===== src/rtl/watch_time_core.sv =====
// -----------------------------------------------------------------------------
// watch_time_core
//   Running hh:mm:ss.cc watch with a button-driven set mode. It is the time
//   source for the FND display controller.
//
//   Optional feature: define WATCH_SET_TIMEOUT_EN to leave set mode
//   automatically after TIMEOUT_TICKS ticks without a button pulse.
//
// Ports
//   clk         in   system clock
//   reset_n     in   asynchronous active-low reset
//   i_btn_set   in   one-cycle pulse, advances RUN->HOUR->MIN->SEC->RUN
//   i_btn_up    in   one-cycle pulse, increments the selected field
//   i_btn_down  in   one-cycle pulse, decrements the selected field
//   o_w_time    out  [23:19] hour, [18:13] min, [12:7] sec, [6:0] centisec
//   o_w_state   out  00 RUN, 01 SET_HOUR, 10 SET_MIN, 11 SET_SEC
//   o_tick      out  registered strobe, one cycle after each divider terminal
// -----------------------------------------------------------------------------
module watch_time_core #(
  parameter int CLK_FREQ      = 100_000_000,
  parameter int TICK_HZ       = 100,
  parameter int INIT_HOUR     = 12,
  parameter int INIT_MIN      = 0,
  parameter int TIMEOUT_TICKS = 1000
) (
  input  logic        clk,
  input  logic        reset_n,
  input  logic        i_btn_set,
  input  logic        i_btn_up,
  input  logic        i_btn_down,
  output logic [23:0] o_w_time,
  output logic [1:0]  o_w_state,
  output logic        o_tick
);

  localparam int DIV_TC = CLK_FREQ / TICK_HZ - 1;
  localparam int DIV_W  = (DIV_TC < 1) ? 1 : $clog2(DIV_TC + 1);
  localparam logic [DIV_W-1:0] DIV_TC_V = DIV_W'(DIV_TC);
  localparam logic [4:0] INIT_H = 5'(INIT_HOUR);
  localparam logic [5:0] INIT_M = 6'(INIT_MIN);

  // Elaboration-time parameter sanity checks.
  if (INIT_HOUR < 0 || INIT_HOUR > 23) begin : g_bad_hour
    $error("INIT_HOUR must be 0..23");
  end
  if (INIT_MIN < 0 || INIT_MIN > 59) begin : g_bad_min
    $error("INIT_MIN must be 0..59");
  end
  if (DIV_TC < 0) begin : g_bad_div
    $error("CLK_FREQ must be >= TICK_HZ");
  end
  if (TIMEOUT_TICKS < 1) begin : g_bad_timeout
    $error("TIMEOUT_TICKS must be >= 1");
  end

  typedef enum logic [1:0] {
    ST_RUN  = 2'b00,
    ST_HOUR = 2'b01,
    ST_MIN  = 2'b10,
    ST_SEC  = 2'b11
  } state_t;

  state_t           state_q, state_d;
  logic [DIV_W-1:0] div_q, div_d;
  logic             tick_q, tick_d;
  logic [4:0]       hour_q, hour_d;
  logic [5:0]       min_q, min_d;
  logic [5:0]       sec_q, sec_d;
  logic [6:0]       cs_q, cs_d;
  logic             tc;
  logic             edit_up;
  logic             edit_dn;

`ifdef WATCH_SET_TIMEOUT_EN
  localparam int TO_W = $clog2(TIMEOUT_TICKS + 1);
  localparam logic [TO_W-1:0] TO_LIMIT = TO_W'(TIMEOUT_TICKS);
  logic [TO_W-1:0] to_q, to_d;
`endif

  always_comb begin
    tc      = (div_q == DIV_TC_V);
    div_d   = tc ? '0 : div_q + 1'b1;
    tick_d  = tc;
    state_d = state_q;
    hour_d  = hour_q;
    min_d   = min_q;
    sec_d   = sec_q;
    cs_d    = cs_q;
    // Set has priority over edits; up together with down cancels out.
    edit_up = i_btn_up & ~i_btn_down & ~i_btn_set;
    edit_dn = i_btn_down & ~i_btn_up & ~i_btn_set;

    if (i_btn_set) begin
      unique case (state_q)
        ST_RUN: begin
          state_d = ST_HOUR;
          cs_d    = 7'd0;
        end
        ST_HOUR: state_d = ST_MIN;
        ST_MIN:  state_d = ST_SEC;
        ST_SEC: begin
          state_d = ST_RUN;
          // Restart the divider so the first running tick is a full period away.
          div_d   = '0;
        end
      endcase
    end else if (state_q == ST_RUN) begin
      if (tc) begin
        // Full carry chain resolved in one update.
        if (cs_q == 7'd99) begin
          cs_d = 7'd0;
          if (sec_q == 6'd59) begin
            sec_d = 6'd0;
            if (min_q == 6'd59) begin
              min_d  = 6'd0;
              hour_d = (hour_q == 5'd23) ? 5'd0 : hour_q + 5'd1;
            end else begin
              min_d = min_q + 6'd1;
            end
          end else begin
            sec_d = sec_q + 6'd1;
          end
        end else begin
          cs_d = cs_q + 7'd1;
        end
      end
    end else begin
      // Set states: edit only the selected field, wrap without carry.
      unique case (state_q)
        ST_HOUR: begin
          if (edit_up) hour_d = (hour_q == 5'd23) ? 5'd0 : hour_q + 5'd1;
          if (edit_dn) hour_d = (hour_q == 5'd0) ? 5'd23 : hour_q - 5'd1;
        end
        ST_MIN: begin
          if (edit_up) min_d = (min_q == 6'd59) ? 6'd0 : min_q + 6'd1;
          if (edit_dn) min_d = (min_q == 6'd0) ? 6'd59 : min_q - 6'd1;
        end
        ST_SEC: begin
          if (edit_up) sec_d = (sec_q == 6'd59) ? 6'd0 : sec_q + 6'd1;
          if (edit_dn) sec_d = (sec_q == 6'd0) ? 6'd59 : sec_q - 6'd1;
        end
        default: ;
      endcase
    end

`ifdef WATCH_SET_TIMEOUT_EN
    // Counter is held at zero in RUN and restarted by any button activity.
    to_d = to_q;
    if (state_q == ST_RUN || i_btn_set || i_btn_up || i_btn_down) begin
      to_d = '0;
    end else if (to_q == TO_LIMIT) begin
      state_d = ST_RUN;
      div_d   = '0;
      to_d    = '0;
    end else if (tc) begin
      to_d = to_q + 1'b1;
    end
`endif
  end

  always_ff @(posedge clk or negedge reset_n) begin
    if (!reset_n) begin
      state_q <= ST_RUN;
      div_q   <= '0;
      tick_q  <= 1'b0;
      hour_q  <= INIT_H;
      min_q   <= INIT_M;
      sec_q   <= 6'd0;
      cs_q    <= 7'd0;
    end else begin
      state_q <= state_d;
      div_q   <= div_d;
      tick_q  <= tick_d;
      hour_q  <= hour_d;
      min_q   <= min_d;
      sec_q   <= sec_d;
      cs_q    <= cs_d;
    end
  end

`ifdef WATCH_SET_TIMEOUT_EN
  always_ff @(posedge clk or negedge reset_n) begin
    if (!reset_n) begin
      to_q <= '0;
    end else begin
      to_q <= to_d;
    end
  end
`endif

  assign o_w_time  = {hour_q, min_q, sec_q, cs_q};
  assign o_w_state = state_q;
  assign o_tick    = tick_q;

endmodule


===== config.mk =====
export PLATFORM = sky130hd
export DESIGN_NAME = watch_time_core
export DESIGN_NICKNAME = d
export VERILOG_FILES = /design/src/rtl/watch_time_core.sv
export SDC_FILE = /design/constraint.sdc
export NUM_CORES = 1
export LEC_CHECK = 0
export ABC_CLOCK_PERIOD_IN_PS = 2900
export CAP_MARGIN = 30
export CORE_MARGIN = 1.5
export CORE_UTILIZATION = 52
export CTS_CLUSTER_SIZE = 40
export DETAILED_ROUTE_END_ITERATION = 8
export PLACE_DENSITY = 0.77
export SYNTH_ARGS = -nofsm -noshare
export SYNTH_HDL_FRONTEND = slang
export SYNTH_SLANG_ARGS = --single-unit

===== constraint.sdc =====
create_clock -name clk -period 2.9 [get_ports clk]
set_clock_uncertainty 0.2 [all_clocks]
set_input_delay 0.435 -clock clk [delete_from_list [all_inputs] [get_ports clk]]
set_output_delay 0.435 -clock clk [all_outputs]
set_load 0.02 [all_outputs]

==> out/qor.yml, run 1 <==
status: "completed"
synth.top_cell.area_share_pct: 34.79
slew_violations: 0
overflow: 0
crit_start: "div_q[15]"
grt_usage_pct: 23.80
portBuffers: 31
critPathLaunchType: "flop"
end_kind: "flop"
period_share_pct: 96.88
arrival_ns: 2.81
p_leak_nw: 1.565
reg2reg_to: "hour_q[4]"
rsz0062_at_grt: "no"
crit_top_cell: "or4_1"
clkLatencyLatePin_ns: 0.31
path_class: "flop to flop"
synth-compound-area-share_pct: 18.48
row_count: 28
yosys_warnings: 0
path_cells: "or4_1, or4_1, or2_2, o31a_1, mux2_1"
final_common_cell: "dfrtp_1"
min-delay-start: "div_q[0]"
cp_data_required_time_ns: 2.90
relSlewSlack_pct: 69.45
ctsResizeCount: 0
dieWidth_um: 81.90
whs_endpoint: "div_q[0]"
h-tree-depth: 2
ys_seq_area_share_pct: 36.41
vias: 2938
clk_pin_slew_ns: 0.09
synth_edf_count: 0
fillers: 515
routed_wirelength_mm: 7.570
crit_slowest_cell: "or4_1"
synth-xor-area-share_pct: 5.953
tritoncts: "built"
cap_violations: 0
cp_num_buf_inv: 0
whs_path_depth: 1
initial_core_util_pct: 54.35
core_area_um2: 5956
min_period_ns: 2.809
wl_per_cell_um: 15.74
gp_congestion: 0.8977
ys_top_cells_by_area: "dfrtp_1, ha_1, nor2_1, xnor2_1, o21ai_0"
syn_area_um2: 3237
muxShareOfSynthArea_pct: 1.585
syn_inst: 367
syn_nets: 386
cts.sinks: 47
synth.avg_cell_area_um2: 8.820
cp.depth: 5
cts_root_buffer: "clkbuf_8"
die_y_um: 81.90
grt_max_degree: 33
powerDensity_nw_per_um2: 743.1
dp_slack_ns: 0.1128
setup_ws_ns: 0.09059
grt_pass1_vias: 2650
reg2reg_slack_ns: 0.09
antenna_found_initial: 0
tightestPinTransition_ns: 0.4541
die-area_um2: 6707
dp_hpwl_mm: 5.554
synth_top_area_cell: "dfrtp_1"
drive_above_1_share_pct: 10.10
final_cell_mix: "dfrtp_1, nor2_1, clkdlybuf4s50_1"
diodes: 0
cts-buffers-inserted: 5
ys_types: 67
synth_top_family_by_area: "simple AND/OR/NAND/NOR gates"
critPathMaxStageDelay_ns: 0.53
boundaryPins: 32
r2r-start: "div_q[15]"
r2r_cells: 5
worstPathMaxFanout: 5
dr.first_iter.drc_count: 220
fmaxAchievable_mhz: 355.9
synthAdderAreaFrac_pct: 5.412
multi_input_area_um2: 1888
clk_path_buf_depth: 2
area_growth_pct: 16.62
fin_nets: 424
drc_errors: 0
hold_viol: 0
async_flop_share_pct: 100.0
first_pass_iters: 5
postRouteAntennaNets: 0
vias_per_cell: 6.108
cp_top_family: "simple AND/OR/NAND/NOR gates"
worstHoldPathType: "flop to flop"
finalSetupViolCount: 0
fin_tns_setup_ns: 0
synth_simple_gate_area_share_pct: 26.71
synth_seq_cells: 47
seqCellArea_um2: 1179
grt_pass1_wl_mm: 12.35
ir_drop_mv: 0.4626
synth_ff_type: "dfrtp_1"
==> worst register-to-register path, stage by stage (launching register included) <==
cell     delay (ns)
dfrtp_1        0.44
or4_1          0.53
or4_1          0.48
or2_2          0.36
o31a_1         0.38
mux2_1         0.32
==> cell type report <==
class | instances | share of cell area [%]
multi-input combinational | 285 | 50.02
tap | 75 | 2.486
inverter | 19 | 1.889
clock buffer | 6 | 1.922
timing repair buffer | 47 | 12.00
clock inverter | 2 | 0.4640
sequential | 47 | 31.22
==> cells in the mapped netlist (3+ instances only) <==
cell type and number:
o21a_1 3, and2_1 4, ha_1 14, buf_2 4
o41ai_1 3, nand3_1 15, nand4_1 7, o31ai_1 5
xor2_1 6, o211ai_1 8, dfrtp_1 45, a22oi_1 5
inv_1 19, a21o_1 6, o21ai_0 20, nand2_1 24
nor3_1 11, xnor2_1 16, a31oi_1 8, mux2i_1 4
nand3b_1 3, or2_2 6, a21oi_1 12, nor3b_1 3
nor4_1 6, nor2_1 39, clkbuf_1 8, o22ai_1 5
nor2b_1 5, or4_1 3, and3_1 9
==> how the worst max path moves through the flow <==
| stage | to |
|---|---|
| 2_1_floorplan | sec_q[3] |
| 3_3_place_gp | hour_q[4] |
| 3_5_place_dp | hour_q[4] |
| 4_1_cts | hour_q[4] |
| 5_1_grt | hour_q[4] |
| 6_report | hour_q[4] |
==> report_power, final <==
| group | switching [mW] | total [mW] | leakage [nW] | internal [mW] |
|---|---|---|---|---|
| clock network | 0.237 | 0.411 | 0.0454 | 0.174 |
| logic | 0.733 | 1.34 | 0.922 | 0.608 |
| registers | 0.243 | 1.05 | 0.598 | 0.810 |
==> cell families after synthesis <==
logic type / count (synthesis)
and+or+nand+nor: 154
DFF: 47
xor gates and xnor gates: 22
muxes: 5
AOI/OAI and AO/OA: 90
adders and majority gates: 14
buffers and inverters: 35
==> metrics by stage <==
stage | util, % | instances | hold slack (ns) | instance area (µm²) | total power, mW
finish | 63.38 | 481 | 0.2589 | 3775 | 2.805
global route | 63.38 | 481 | 0.2676 | 3775 | 3.009
CTS | 63.38 | 481 | 0.2596 | 3775 | 2.795
detailed placement | 61.70 | 472 | 0.1740 | 3675 | 2.386
global placement | 61.70 | 472 | 0.1837 | 3675 | 2.356
floorplan | - | 367 | -0.06059 | 3237 | 1.946
==> state kept, by name (all words and copies together), names as in the netlist <==
name,cells
o_w_state,2
hour_q,5
cs_q,7
o_tick,1
min_q,6
sec_q,6
div_q,20
==> layer usage <==
layer	vias to the layer above	routed length, µm	global-route usage [%]
li1	1419	-	-
met1	1392	3420	31.70
met2	112	3657	39.02
met3	15	368	3.889
met4	0	124	8.475
met5	-	0	0
==> repair_timing <==
item / in CTS / in global routing
endpoints found under the hold margin: 13 / 0
buffers inserted: 0 / 0
hold buffers: 1 / 0
Power figures use the tool's default switching activity.
==> run 2, diff against run 1 <==
Settings changed: CTS_CLUSTER_SIZE 40 to 10, PLACE_DENSITY 0.77 to 0.86.
==> out/qor.yml, run 2 (same netlist as run 1, synthesis figures left out) <==
initial_core_util_pct: 54.35  # unchanged
core_area_um2: 5956  # unchanged
whs_endpoint: "div_q[0]"
switching_share_pct: 43.20  # -0.051 points
dieWidth_um: 81.90  # unchanged
whs_path_depth: 1  # unchanged
cap_violations: 0  # unchanged
multi_input_area_um2: 1892  # +0.20%
overflow: 0  # unchanged
clkLatencyLatePin_ns: 0.30  # about the same
antenna_found_initial: 0  # unchanged
cts-buffers-inserted: 5  # unchanged
wl_per_cell_um: 15.95  # +1.4%
fin_nets: 423  # -0.24%
reg2reg_slack_ns: 0.12  # +0.02 ns
area_growth_pct: 15.58
status: "completed"
dr.first_iter.drc_count: 164  # -25%
dp_slack_ns: 0.07809  # -0.03474 ns
grt_max_degree: 26  # -21%
hold_viol: 0  # unchanged
r2r_cells: 6  # +1
tritoncts: "built"
worstHoldPathType: "flop to flop"
cts_root_buffer: "clkbuf_8"
grt_pass1_wl_mm: 12.65  # +2.5%
p_leak_nw: 1.549  # -1.0%
seqCellArea_um2: 1179  # unchanged
fmaxAchievable_mhz: 359.1  # +0.89%
clkPwrFrac_pct: 13.8  # -0.8 points
reg_top3: "div_q: 20 flops, cs_q: 7 flops"
final_common_cell: "dfrtp_1"
report.power.total_mw: 2.766  # -1.4%
cts.sinks: 47  # unchanged
h-tree-depth: 2  # unchanged
vias_per_cell: 6.149  # +0.66%
first_pass_iters: 4  # -1
dp_hpwl_mm: 5.556  # about the same
portBuffers: 31  # unchanged
final_cell_mix: "dfrtp_1, nor2_1, clkdlybuf4s50_1"
top_register: "div_q"
diodes: 0  # unchanged
pwr-share-seq_pct: 38.3  # +0.8 points
critPathLaunchType: "flop"
worstPathMaxFanout: 6  # +1
powerDensity_nw_per_um2: 739.4  # -0.49%
largest_register_ffs: 20  # unchanged
tightestPinTransition_ns: 0.6017  # +0.1476 ns
min_period_ns: 2.785  # -0.02483 ns
boundaryPins: 32  # unchanged
row_count: 28  # unchanged
fillers: 502  # -2.5%
intPower_mw: 1.571  # -1.3%
die_y_um: 81.90  # unchanged
arrival_ns: 2.80  # about the same
postRouteAntennaNets: 0  # unchanged
clk_path_buf_depth: 2  # unchanged
setup_ws_ns: 0.1154  # +0.02483 ns
rsz0062_at_grt: "no"
r2r-start: "div_q[15]"
drc_errors: 0  # unchanged
grt_usage_pct: 24.13  # +0.33 points
clk_pin_slew_ns: 0.08  # about the same
ir_drop_mv: 0.4342  # -6.1%
post-cts-setup-buffer-count: 0  # unchanged
drive_above_1_share_pct: 9.677  # -0.42 points
vias: 2939  # +0.034%
period_share_pct: 96.02  # -0.86 points
finalSetupViolCount: 0  # unchanged
path_class: "flop to flop"
min-delay-start: "div_q[0]"
grt_pass1_vias: 2775  # +4.7%
end_kind: "flop"
combPwrFrac_pct: 47.9  # about the same
gp_congestion: 0.9216  # +2.7%
relSlewSlack_pct: 59.80  # -9.7 points
reg2reg_to: "hour_q[0]"
p_switching_mw: 1.195  # -1.5%
slew_violations: 0  # unchanged
routed_wirelength_mm: 7.625  # +0.73%
fin_tns_setup_ns: 0  # unchanged
die-area_um2: 6707  # unchanged
cp_data_required_time_ns: 2.92  # +0.02 ns
-- run 2: cell type report --
type                            count  area share [%]
Timing Repair Buffer               46           11.57
Multi-Input combinational cell    285           50.57
Sequential cell                    47           31.50
Clock buffer                        6           1.940
Tap cell                           75           2.508
Inverter                           19           1.906
-- run 2: worst max path at each step --
| stage | end | cells after the start | startpoint |
|---|---|---|---|
| after floorplan | sec_q[3] | 9 | o_w_state[0] |
| after global placement | min_q[2] | 5 | div_q[15] |
| after detailed placement | min_q[2] | 5 | div_q[15] |
| after CTS | hour_q[0] | 6 | div_q[15] |
| after global routing | hour_q[3] | 6 | div_q[15] |
| final | hour_q[0] | 6 | div_q[15] |
-- run 2: critical path, stage by stage (launching register included) --
cell	delay, ns
dfrtp_1	0.44
or4_1	0.54
or4_4	0.47
or2_2	0.35
o31a_1	0.34
buf_4	0.16
o211ai_1	0.20
-- run 2: timing repair --
item / 4_1_cts / 5_1_grt
endpoints found under the hold margin: 21 / 0
setup endpoints to repair: 0 / 8
gates resized for setup: 0 / 1
hold buffers: 1 / 0
-- run 2: power groups by stage --
stage	registers, mW	logic, mW	clock network [mW]
CTS	1.06	1.32	0.380
floorplan	1.12	0.826	0
finish	1.06	1.33	0.380
global route	1.09	1.47	0.408
global placement	1.06	1.28	0
detailed placement	1.07	1.31	0
-- run 2: routing by layer --
layer / GRT usage [%] / vias to the layer above / share of wire, %
met5: 0 / - / 0
met4: 6.780 / 0 / 1.3
li1: - / 1412 / -
met1: 30.56 / 1424 / 44
met3: 3.778 / 13 / 4.4
met2: 42.38 / 90 / 50
-- run 2: stage by stage --
stage | hold WS (ns) | instance area, µm² | util (%) | std cells
3_3_place_gp | 0.2373 | 3655 | 61.37 | 471
6_report | 0.2476 | 3741 | 62.82 | 478
5_1_grt | 0.2864 | 3741 | 62.82 | 478
4_1_cts | 0.2529 | 3737 | 62.75 | 478
3_5_place_dp | 0.2422 | 3655 | 61.37 | 471
2_1_floorplan | -0.06059 | 3237 | - | 367
==> run 3, diff against run 2 <==
Settings changed: CORE_MARGIN 1.5 to 3.
==> out/qor.yml, run 3 (same netlist as run 1, synthesis figures left out) <==
status: "completed"
dp_hpwl_mm: 5.550  # -0.11%
powerDensity_nw_per_um2: 747.3  # +1.1%
grt_pass1_vias: 2978  # +7.3%
row_count: 28  # unchanged
area_growth_pct: 16.35
clk_path_buf_depth: 2  # unchanged
largest_register_ffs: 20  # unchanged
cp_data_required_time_ns: 2.91  # about the same
place_area_um2: 3660  # +0.14%
path_cells: "or4_1, or4_1, or4_4, a22o_1, a21o_1"
drc_errors: 0  # unchanged
boundaryPins: 32  # unchanged
end_kind: "flop"
multi_input_area_um2: 1893  # about the same
routed_wirelength_mm: 7.716  # +1.2%
hold_viol: 0  # unchanged
wl_per_cell_um: 16.11  # +0.98%
p_leak_nw: 1.557  # +0.50%
arrival_ns: 2.78  # -0.02 ns
relSlewSlack_pct: 50.63  # -9.2 points
finalSetupViolCount: 0  # unchanged
fmaxAchievable_mhz: 360.8  # +0.47%
cts_root_buffer: "clkbuf_8"
grt_usage_pct: 22.74  # -1.4 points
vias_per_cell: 6.146  # about the same
portBuffers: 31  # unchanged
min_period_ns: 2.771  # -0.01313 ns
reg_top3: "div_q: 20 flops, cs_q: 7 flops"
ir_drop_mv: 0.4698  # +8.2%
crit_slowest_cell: "or4_4"
critPathLaunchType: "flop"
h-tree-depth: 2  # unchanged
final_cell_mix: "dfrtp_1, nor2_1, clkdlybuf4s50_1"
dr.first_iter.drc_count: 179  # +9.1%
overflow: 0  # unchanged
vias: 2944  # +0.17%
critPathMaxStageDelay_ns: 0.63  # +0.09 ns
worstHoldPathType: "flop to flop"
clkLatencyLatePin_ns: 0.31  # about the same
dieWidth_um: 84.90  # +3.7%
worstPathMaxFanout: 8  # +2
tritoncts: "built"
crit_top_cell: "or4_1"
cap_violations: 0  # unchanged
final_common_cell: "dfrtp_1"
post-cts-setup-buffer-count: 0  # unchanged
stdcell_count: 479  # +0.21%
die_y_um: 84.90  # +3.7%
clk_pin_slew_ns: 0.10  # +0.02 ns
dp_slack_ns: 0.1454  # +0.06726 ns
initial_core_util_pct: 54.03  # -0.32 points
whs_ns: 0.2611  # +0.01343 ns
grt_max_degree: 31  # +19%
tightestPinTransition_ns: 0.7406  # +0.1388 ns
grt_pass1_wl_mm: 13.65  # +7.9%
core_area_um2: 5991  # +0.59%
diodes: 0  # unchanged
cts-buffers-inserted: 5  # unchanged
fin_tns_setup_ns: 0  # unchanged
seqCellArea_um2: 1179  # unchanged
first_pass_iters: 5  # +1
cts.sinks: 47  # unchanged
postRouteAntennaNets: 0  # unchanged
period_share_pct: 95.57  # -0.45 points
path_class: "flop to flop"
rsz0062_at_grt: "no"
top_register: "div_q"
gp_congestion: 0.9169  # -0.51%
final_util_pct: 62.87  # about the same
dp_cells: 470  # -0.21%
fillers: 501  # -0.20%
slew_violations: 0  # unchanged
drive_above_1_share_pct: 10.15  # +0.47 points
setup_ws_ns: 0.1285  # +0.01313 ns
die-area_um2: 7207  # +7.5%
report.power.total_mw: 2.815  # +1.8%
final_area_um2: 3766  # +0.67%
fin_nets: 422  # -0.24%
antenna_found_initial: 0  # unchanged
==> run 3: where the power goes <==
part | switching [mW] | total (mW) | internal [mW]
Sequential | 0.252 | 1.06 | 0.810
Clock | 0.248 | 0.422 | 0.175
Combinational | 0.728 | 1.33 | 0.602
Total | 1.23 | 2.81 | 1.59
==> run 3: timing repair <==
item                                   in CTS  in global routing
hold buffers                                1                  0
setup endpoints to repair                   0                  1
gates resized for setup                     0                  1
endpoints found under the hold margin      26                  0
==> run 3: worst max-delay path: cells and delay by family, from the launching register on <==
family	cells	cell delay, ns
AOI/OAI and AO/OA	2	0.43
and+or+nand+nor	3	1.61
DFF	1	0.43
==> run 3: area by class of cell <==
cell class / instances / share of cell area, %
Multi-Input combinational cell: 285 / 50.27
Clock inverter: 3 / 0.5980
Inverter: 19 / 1.894
Timing Repair Buffer: 45 / 11.63
Clock buffer: 5 / 1.827
Tap cell: 75 / 2.492
Sequential cell: 47 / 31.30
==> run 3: metal layers <==
layer	vias up	wire length [µm]	GRT usage (%)
met2	99	3842	38.29
met1	1417	3330	29.71
met5	-	0	0
li1	1415	-	-
met4	0	102	6.763
met3	13	442	4.563
==> run 3: path summary, 6_finish.rpt <==
check	startpoint	to	slack, ns	cells after the start
max	div_q[15]	min_q[2]	0.13	5
min	div_q[0]	div_q[0]	0.26	1
max reg2reg	div_q[15]	min_q[2]	0.13	5
min reg2reg	div_q[0]	div_q[0]	0.26	1
max in group asynchronous	reset_n	cs_q[1]	1.36	3
min in group asynchronous	reset_n	min_q[1]	0.52	2
